===== src/rtl/corelet_ctrl.sv =====
// Per-tile sequencer for the corelet instruction word and the activation/weight SRAM read port.
// Keeps its own L0 occupancy count so reads are only issued when L0 has room.
module corelet_ctrl #(
    parameter int row      = 8,
    parameter int col      = 8,
    parameter int addr_bw  = 11,
    parameter int len_bw   = 8,
    parameter int l0_depth = 64
) (
    input  logic               clk,
    input  logic               reset,
    input  logic               start,
    input  logic [addr_bw-1:0] cfg_w_base,
    input  logic [addr_bw-1:0] cfg_x_base,
    input  logic [len_bw-1:0]  cfg_len,
    input  logic               cfg_mode,
    input  logic               l0_full,
    input  logic               ofifo_valid,
    output logic [34:0]        inst,
    output logic               xmem_cen,
    output logic [addr_bw-1:0] xmem_addr,
    output logic               busy,
    output logic               done,
    output logic               err
);
    localparam int RC_MAX = (row > col) ? row : col;
    localparam int CW     = ((len_bw + 1) > ($clog2(RC_MAX) + 1)) ? (len_bw + 1) : ($clog2(RC_MAX) + 1);
    localparam int OW     = $clog2(l0_depth + 1);
    localparam int OW1    = OW + 1;

    localparam logic [CW-1:0] ROW_C = CW'(row);
    localparam logic [CW-1:0] COL_C = CW'(col);

    localparam logic [2:0] S_IDLE  = 3'd0;
    localparam logic [2:0] S_WLD   = 3'd1;
    localparam logic [2:0] S_KLD   = 3'd2;
    localparam logic [2:0] S_KSET  = 3'd3;
    localparam logic [2:0] S_XRUN  = 3'd4;
    localparam logic [2:0] S_DRAIN = 3'd5;
    localparam logic [2:0] S_DONE  = 3'd6;

    logic [2:0]         state;
    logic [OW-1:0]      occ;
    logic [CW-1:0]      rd_cnt;
    logic [CW-1:0]      pop_cnt;
    logic [CW-1:0]      cnt;
    logic               wr_p1;
    logic               acc_p1;
    logic [addr_bw-1:0] w_base;
    logic [addr_bw-1:0] x_base;
    logic [len_bw-1:0]  len_r;
    logic               mode_r;

    logic [CW-1:0]      len_ext;
    logic [CW-1:0]      rd_limit;
    logic               room;
    logic               rd_issue;
    logic               pop;
    logic               ofifo_rd;
    logic [addr_bw-1:0] rd_addr;

    // A read in flight still owes L0 a slot, so it counts against the room check.
    always_comb begin
        len_ext  = CW'(len_r);
        rd_limit = (state == S_WLD) ? ROW_C : len_ext;
        room     = (OW1'(occ) + OW1'(wr_p1)) < OW1'(l0_depth);
        rd_issue = ((state == S_WLD) || (state == S_XRUN)) && (rd_cnt < rd_limit) && room;
        pop      = (state == S_KLD) || ((state == S_XRUN) && (occ != '0));
        ofifo_rd = (state == S_DRAIN) && ofifo_valid && (pop_cnt < len_ext);
        rd_addr  = ((state == S_WLD) ? w_base : x_base) + addr_bw'(rd_cnt);
    end

    always_comb begin
        inst      = '0;
        inst[0]   = (state == S_KLD);
        inst[1]   = (state == S_XRUN) && pop;
        inst[2]   = wr_p1;
        inst[3]   = pop;
        inst[6]   = ofifo_rd;
        inst[33]  = acc_p1;
        inst[34]  = (state != S_IDLE) && mode_r;
        xmem_cen  = ~rd_issue;
        xmem_addr = rd_issue ? rd_addr : '0;
        busy      = (state != S_IDLE);
        done      = (state == S_DONE);
    end

    // Stage p1: SRAM data lands in L0 and the registered OFIFO word reaches the SFP.
    always_ff @(posedge clk) begin
        if (reset) begin
            state   <= S_IDLE;
            occ     <= '0;
            wr_p1   <= 1'b0;
            acc_p1  <= 1'b0;
            rd_cnt  <= '0;
            pop_cnt <= '0;
            cnt     <= '0;
            err     <= 1'b0;
        end else begin
            wr_p1  <= rd_issue;
            acc_p1 <= ofifo_rd;
            occ    <= occ + OW'(wr_p1) - OW'(pop);
            if (rd_issue) begin
                rd_cnt <= rd_cnt + 1'b1;
            end
            if ((state == S_IDLE) && start) begin
                err <= 1'b0;
            end else if (wr_p1 && l0_full) begin
                err <= 1'b1;
            end
            case (state)
                S_IDLE: begin
                    if (start) begin
                        state   <= S_WLD;
                        rd_cnt  <= '0;
                        pop_cnt <= '0;
                        cnt     <= '0;
                    end
                end
                S_WLD: begin
                    if ((rd_cnt == ROW_C) && wr_p1) begin
                        state  <= S_KLD;
                        rd_cnt <= '0;
                    end
                end
                S_KLD: begin
                    cnt <= cnt + 1'b1;
                    if (cnt == ROW_C - 1'b1) begin
                        state <= S_KSET;
                        cnt   <= '0;
                    end
                end
                S_KSET: begin
                    cnt <= cnt + 1'b1;
                    if (cnt == COL_C - 1'b1) begin
                        cnt   <= '0;
                        state <= (len_r == '0) ? S_DONE : S_XRUN;
                    end
                end
                S_XRUN: begin
                    if (pop) begin
                        pop_cnt <= pop_cnt + 1'b1;
                        if (pop_cnt == len_ext - 1'b1) begin
                            state   <= S_DRAIN;
                            pop_cnt <= '0;
                        end
                    end
                end
                S_DRAIN: begin
                    if (ofifo_rd) begin
                        pop_cnt <= pop_cnt + 1'b1;
                    end
                    if (acc_p1) begin
                        cnt <= cnt + 1'b1;
                        if (cnt == len_ext - 1'b1) begin
                            state <= S_DONE;
                        end
                    end
                end
                S_DONE:  state <= S_IDLE;
                default: state <= S_IDLE;
            endcase
        end
    end

    always_ff @(posedge clk) begin
        if ((state == S_IDLE) && start && !reset) begin
            w_base <= cfg_w_base;
            x_base <= cfg_x_base;
            len_r  <= cfg_len;
            mode_r <= cfg_mode;
        end
    end

endmodule


===== config.mk =====
export PLATFORM = sky130hd
export DESIGN_NAME = corelet_ctrl
export DESIGN_NICKNAME = d
export VERILOG_FILES = /design/src/rtl/corelet_ctrl.sv
export SDC_FILE = /design/constraint.sdc
export NUM_CORES = 1
export LEC_CHECK = 0
export BUFFER_PORTS_ARGS = -buffer_cell sky130_fd_sc_hd__buf_2
export CAP_MARGIN = 20
export CORE_UTILIZATION = 40
export CTS_BUF_LIST = sky130_fd_sc_hd__clkbuf_4 sky130_fd_sc_hd__clkbuf_8
export DETAILED_ROUTE_END_ITERATION = 8
export HOLD_SLACK_MARGIN = 0.02
export SYNTH_ARGS = -nofsm -noshare
export SYNTH_HDL_FRONTEND = slang
export SYNTH_SLANG_ARGS = --single-unit

===== constraint.sdc =====
create_clock -name clk -period 4.95 [get_ports clk]
set_input_delay 0.2475 -clock clk [delete_from_list [all_inputs] [get_ports clk]]
set_output_delay 0.2475 -clock clk [all_outputs]
set_load 0.05 [all_outputs]

==> flow_summary.toml, run 1 <==
[outcome]
outcome = "completed"

[clocking]
clk_latency_ns = 0.36
cts.sinks = 71
cts_setup_buffers = 0
clockRootBuffer = "clkbuf_8"
clk_path_buf_depth = 2
hold_buffers = 0
cts.reportedPaths.clkPinSlew_ns = 0.09
cts_buffers = 9
htree_levels = 3
cts_tree = "built"
cts.repair.resized = 0

[critical_path]
cp-end-kind = "output pin"
criticalPathCategory = "flop to output pin"
cp_data_required_time_ns = 4.70
cp-start-kind = "flop"
crit_arrival_ns = 4.00
cp_max_fo = 20

[finish]
final_common_cell = "nand2_1"
area_delta_synth_final_pct = 9.76
nNetsFinal = 713
diodes = 0
layout_common_cells = "69 x nand2_1, 57 x buf_2, 44 x ha_1"
post_route_cells_drive_above_1_share = 0.137

[die]
rows = 40
fp.dieH_um = 115
core_um2 = 12200
dieArea_um2 = 13100
die_w_um = 115
ios = 86
initial_core_util = 0.416

[logic_synthesis]
synth_area_leader_cell = "edfxtp_1"
yosys-top-cells-area = "edfxtp_1 18%, dfxtp_1 16%, ha_1 11%"
synth_cell_types = 62
yosys.area.top_type_share = 0.184
synth-main-ff-cell = "dfxtp_1"
postSynthCellCount = 592
syn_area_um2 = 5060
synth-edff-count = 31
async_flop_share = 0
ys_ff_latch = 71
synth.avg_cell_area_um2 = 8.55
yosysSeqAreaShare = 0.342
ys_warn_count = 0

[route]
vias_per_cell = 5.27
drt_iter0_markers = 261
wire_per_inst_um = 14.3
dr.pass1.iters = 4
drtAntennaViolNets = 0
drt-total-wl_um = 11500
drc_errors = 0
vias = 4237

[pwr]
power_frac_comb = 0.486
clkPwrFrac = 0.197
switching_share = 0.453
leakage_nw = 2.40
pwr-share-seq = 0.317
intPower_mw = 1.43
power.switching_mw = 1.18
power_mw = 2.62
cellPowerDensity_nw_per_um2 = 471
ir_worst_vdd_mv = 0.324

[sta]
worst_pin_slew_ns = 0.838
hold_viol = 0
skew_ns = 0.0140
rsz0062_at_grt = "false"
setup_viol = 0
slew_headroom = 0.441
post-route-period-util = 0.858
finalMaxSlewViolations = 0
finalSetupTns_ns = 0
max_freq_mhz = 235
min_period_ns = 4.25

[place]
finalWeightedCongestion = 0.838
port_buffers = 57
dpl.hpwl_um = 8560

[global_route]
grt_pass1_wl_um = 19100
grt_max_degree = 32
overflow = 0
grt_pass1_vias = 4002
gr-usage-all-layers = 0.187
grt_antenna_before_repair = 0

[run]
drv_cap = 0

[worst_hold_path]
hp-class = "primary input to flop"
-- power groups by stage --
stage	logic [mW]	clock network (mW)	registers, mW
after floorplan	1.08	0	0.775
after global placement	1.25	0	0.839
after detailed placement	1.27	0	0.841
after CTS	1.28	0.532	0.828
after global routing	1.42	0.557	0.846
final	1.27	0.516	0.831
-- cells by family (layout without fill, tap and decap cells) --
family | count (synthesis) | after routing | share of synthesized area
flip-flops | 71 | 71 | 0.342
other | 1 | 28 | 0.000741
AND/OR/NAND/NOR | 219 | 219 | 0.221
adder cells (fa/ha/maj) | 46 | 46 | 0.117
multiplexers | 9 | 9 | 0.0185
buffers and inverters | 96 | 113 | 0.0959
XOR/XNOR | 30 | 30 | 0.0546
AO/OA/AOI/OAI | 120 | 120 | 0.151
-- registers in the layout (all words and copies together) (netlist names) --
| register | flops |
|---|---|
| occ | 7 |
| cnt | 9 |
| len_r | 8 |
| w_base | 11 |
| wr_p1 | 1 |
| pop_cnt | 9 |
| mode_r | 1 |
| acc_p1 | 1 |
| rd_cnt | 9 |
| state | 3 |
| x_base | 11 |
| err | 1 |
-- cells in the mapped netlist, drive strengths merged, types with 15 or more instances --
master,count
nand2,70
ha,44
nor2,42
dfxtp,40
inv,38
buf,36
a21oi,35
edfxtp,31
o21ai,29
clkbuf,22
xnor2,18
nand3,17
nor3,15
-- final cells by class --
cell class                      count  area, um^2
Timing Repair Buffer               59         300
Tap cell                          168         210
Sequential cell                    71        1730
Clock inverter                      6        85.1
Clock buffer                       10         131
Multi-Input combinational cell    452        2960
Inverter                           38         143
Fill cell                        1209        6610
-- layer usage --
layer | part of all wire | vias to the layer above | GRT usage
met5 | 0 | - | 0
met4 | 0.0090 | 0 | 0.0710
met3 | 0.044 | 7 | 0.0339
met2 | 0.51 | 114 | 0.332
met1 | 0.44 | 2005 | 0.223
li1 | - | 2111 | -
-- critical path: stages, from the launching register on --
cell and delay [ns]:
dfxtp_1 0.72, nand2_1 0.50, nand2_1 0.21, ha_1 0.24, o31a_1 0.10, o21a_1 0.17, o21ai_0 0.14, a21oi_1 0.27
nand2b_1 0.54, a2111oi_1 0.41, buf_2 0.33
-- metrics by stage --
| step | cells | hold slack (ns) | cell area (um^2) | worst slack (ns) | util |
|---|---|---|---|---|---|
| global route | 804 | 0.0372 | 5560 | 0.348 | 0.457 |
| CTS | 804 | 0.0398 | 5560 | 0.651 | 0.457 |
| global placement | 788 | 0.423 | 5340 | 1.22 | 0.439 |
| floorplan | 619 | 0.344 | 5160 | 0.359 | - |
| detailed placement | 788 | 0.426 | 5340 | 1.08 | 0.439 |
| finish | 804 | 0.0653 | 5560 | 0.702 | 0.457 |
-- final timing paths --
kind | start | end | slack [ns] | cells after the start
worst max register to register | state[2] | rd_cnt[0] | 1.24 | 10
worst min register to register | err | err | 0.52 | 2
worst max-delay path | state[0] | xmem_addr[9] | 0.70 | 10
worst min-delay path | cfg_w_base[8] | w_base[8] | 0.07 | 1
No activity file was read; power rests on OpenSTA's default activity.
==> run 2: changes to the inputs <==
Settings changed: ABC_AREA from default to 1, CTS_CLUSTER_SIZE from default to 24.
==> flow_summary.toml, run 2 <==
[route]
wire_per_inst_um = 13.1
drt_iter0_markers = 274
drtAntennaViolNets = 0
vias = 4410
drc_errors = 0
vias_per_cell = 4.84
dr.pass1.iters = 5
drt-total-wl_um = 12000

[finish]
reg_top3 = "w_base: 11 flops, x_base: 11 flops"
post_route_cells_drive_above_1_share = 0.140
layout_common_cells = "159 x nand2_1, 97 x nor2_1, 80 x inv_1"
diodes = 0
area_delta_synth_final_pct = 11.2
final_cell_area_um2 = 5620
nNetsFinal = 821
final_common_cell = "nand2_1"

[die]
die_w_um = 114
fp.dieH_um = 114
ios = 86
core_um2 = 12200
rows = 40
dieArea_um2 = 13100
initial_core_util = 0.415

[pwr]
leakage_nw = 2.64
pwr-share-seq = 0.283
ir_worst_vdd_mv = 0.350
clkPwrFrac = 0.175
power_frac_comb = 0.541
intPower_mw = 1.51
switching_share = 0.498
cellPowerDensity_nw_per_um2 = 534
power.switching_mw = 1.49

[global_route]
grt_antenna_before_repair = 0
gr-usage-all-layers = 0.197
grt_max_degree = 32
grt_pass1_wl_um = 20000
grt_pass1_vias = 4291
overflow = 0

[logic_synthesis]
ys_warn_count = 0
synth-edff-count = 31
yosys.area.top_type_share = 0.184
synth_area_leader_cell = "edfxtp_1"
synth.avg_cell_area_um2 = 7.43
ys_ff_latch = 71
yosys-top-cells-area = "edfxtp_1 18%, dfxtp_1 16%, nand2_1 12%"
async_flop_share = 0
syn_area_um2 = 5050
yosysSeqAreaShare = 0.343
synth-main-ff-cell = "dfxtp_1"
postSynthCellCount = 680
synthTopCellsByCount = "159 x nand2_1, 97 x nor2_1, 80 x inv_1"
yosysMostFrequentCell = "nand2_1"
synth_cell_types = 45

[worst_hold_path]
whs_path_depth = 1
hp-class = "primary input to flop"

[clocking]
cts_setup_buffers = 0
cts.reportedPaths.clkPinSlew_ns = 0.09
cts_tree = "built"
cts_buffers = 9
clk_latency_ns = 0.37
clockRootBuffer = "clkbuf_8"
htree_levels = 3
clk_path_buf_depth = 2
hold_buffers = 0
cts.sinks = 71
cts.repair.resized = 0

[sta]
rsz0062_at_grt = "false"
slew_headroom = 0.655
min_period_ns = 3.88
skew_ns = 0.0128
finalSetupTns_ns = 0
worst_pin_slew_ns = 0.515
post-route-period-util = 0.784
setup_viol = 0
finalMaxSlewViolations = 0
hold_viol = 0
timing.final.ws_setup_ns = 1.07
max_freq_mhz = 258

[place]
finalWeightedCongestion = 0.899
place_area_um2 = 5400
dp_slack_ns = 1.52
dpl.hpwl_um = 9300
port_buffers = 57

[critical_path]
cp_max_fo = 22
slowest_stage = "dfxtp_1"
cp-start-kind = "flop"
cp_data_required_time_ns = 4.70
criticalPathCategory = "flop to output pin"
max_stage_delay_ns = 0.45
crit_chain = "nor2_2 > inv_2 > nor2_1 > buf_4 > inv_2 > nand2_1 > nand2_1 > ha_1 > inv_1 > fa_1 > inv_1 > nand3_1 > nand2_1 > nand2_1 > nand2_1 > a21oi_1 > o21ai_0 > nand2_1 > nand2_1 > a21oi_1 > nor2_1 > buf_2"
rr_worst_depth = 18
crit_buf_inv = 6
crit_arrival_ns = 3.63
path_common_cell = "nand2_1"
cp_top_family = "buffers and inverters"
path_depth = 22
cp-end-kind = "output pin"

[run]
drv_cap = 0

[outcome]
outcome = "completed"
## run 2: changes by cell type in the layout (fill, tap and decap cells not counted), sizes merged, moves of 7 or more
cell	change
nand2	+93
nor2	+63
inv	+51
nand3	+23
nor2b	-12
xnor2	-11
nand4	+10
a21oi	-7
and3	-7
nor3b	-7
o21ai	-7
or4	-7
## run 2: power by group through the flow
| stage | combinational [mW] | sequential, mW | clock (mW) |
|---|---|---|---|
| after floorplan | 1.33 | 0.821 | 0 |
| after global placement | 1.59 | 0.861 | 0 |
| after detailed placement | 1.61 | 0.864 | 0 |
| after CTS | 1.62 | 0.850 | 0.538 |
| after global routing | 1.84 | 0.866 | 0.559 |
| final | 1.62 | 0.850 | 0.526 |
## run 2: final cells by class
type	count	area [um^2]
inverter	90	339
clock buffer	9	124
tap	168	210
timing repair buffer	59	300
clock inverter	7	95.1
sequential	71	1730
multi-input combinational	508	2820
fill	1216	6540
## run 2: worst paths after layout
check                  end     startpoint  slack [ns]
max          xmem_addr[10]       state[1]        1.07
min              w_base[3]  cfg_w_base[3]        0.04
max reg2reg         occ[6]       state[2]        1.77
min reg2reg         cnt[1]         cnt[1]        0.52
## run 2: logic make-up after synthesis
family,after synthesis,synth area share
AO/OA/AOI/OAI,65,0.0820
XOR/XNOR,23,0.0399
adder cells (fa/ha/maj),46,0.117
buffers and inverters,128,0.120
flip-flops,71,0.343
other,1,0.000743
AND/OR/NAND/NOR,346,0.297
## run 2: metrics by stage
step | instances | hold slack (ns) | power (mW) | util
5_1_grt | 912 | 0.0220 | 3.27 | 0.462
2_1_floorplan | 707 | 0.346 | 2.15 | -
3_5_place_dp | 896 | 0.426 | 2.48 | 0.444
6_report | 912 | 0.0412 | 3.00 | 0.462
4_1_cts | 912 | 0.0204 | 3.01 | 0.462
3_3_place_gp | 896 | 0.424 | 2.45 | 0.444
## run 2: per-layer routing
metal  wire, um  part of all wire  global-route usage  up-vias
li1           -                 -                   -     2272
met1       5460              0.46               0.241     1982
met2       5700              0.48               0.343      141
met3        652             0.054              0.0492       15
met4        178             0.015              0.0580        0
met5          0                 0                   0        -
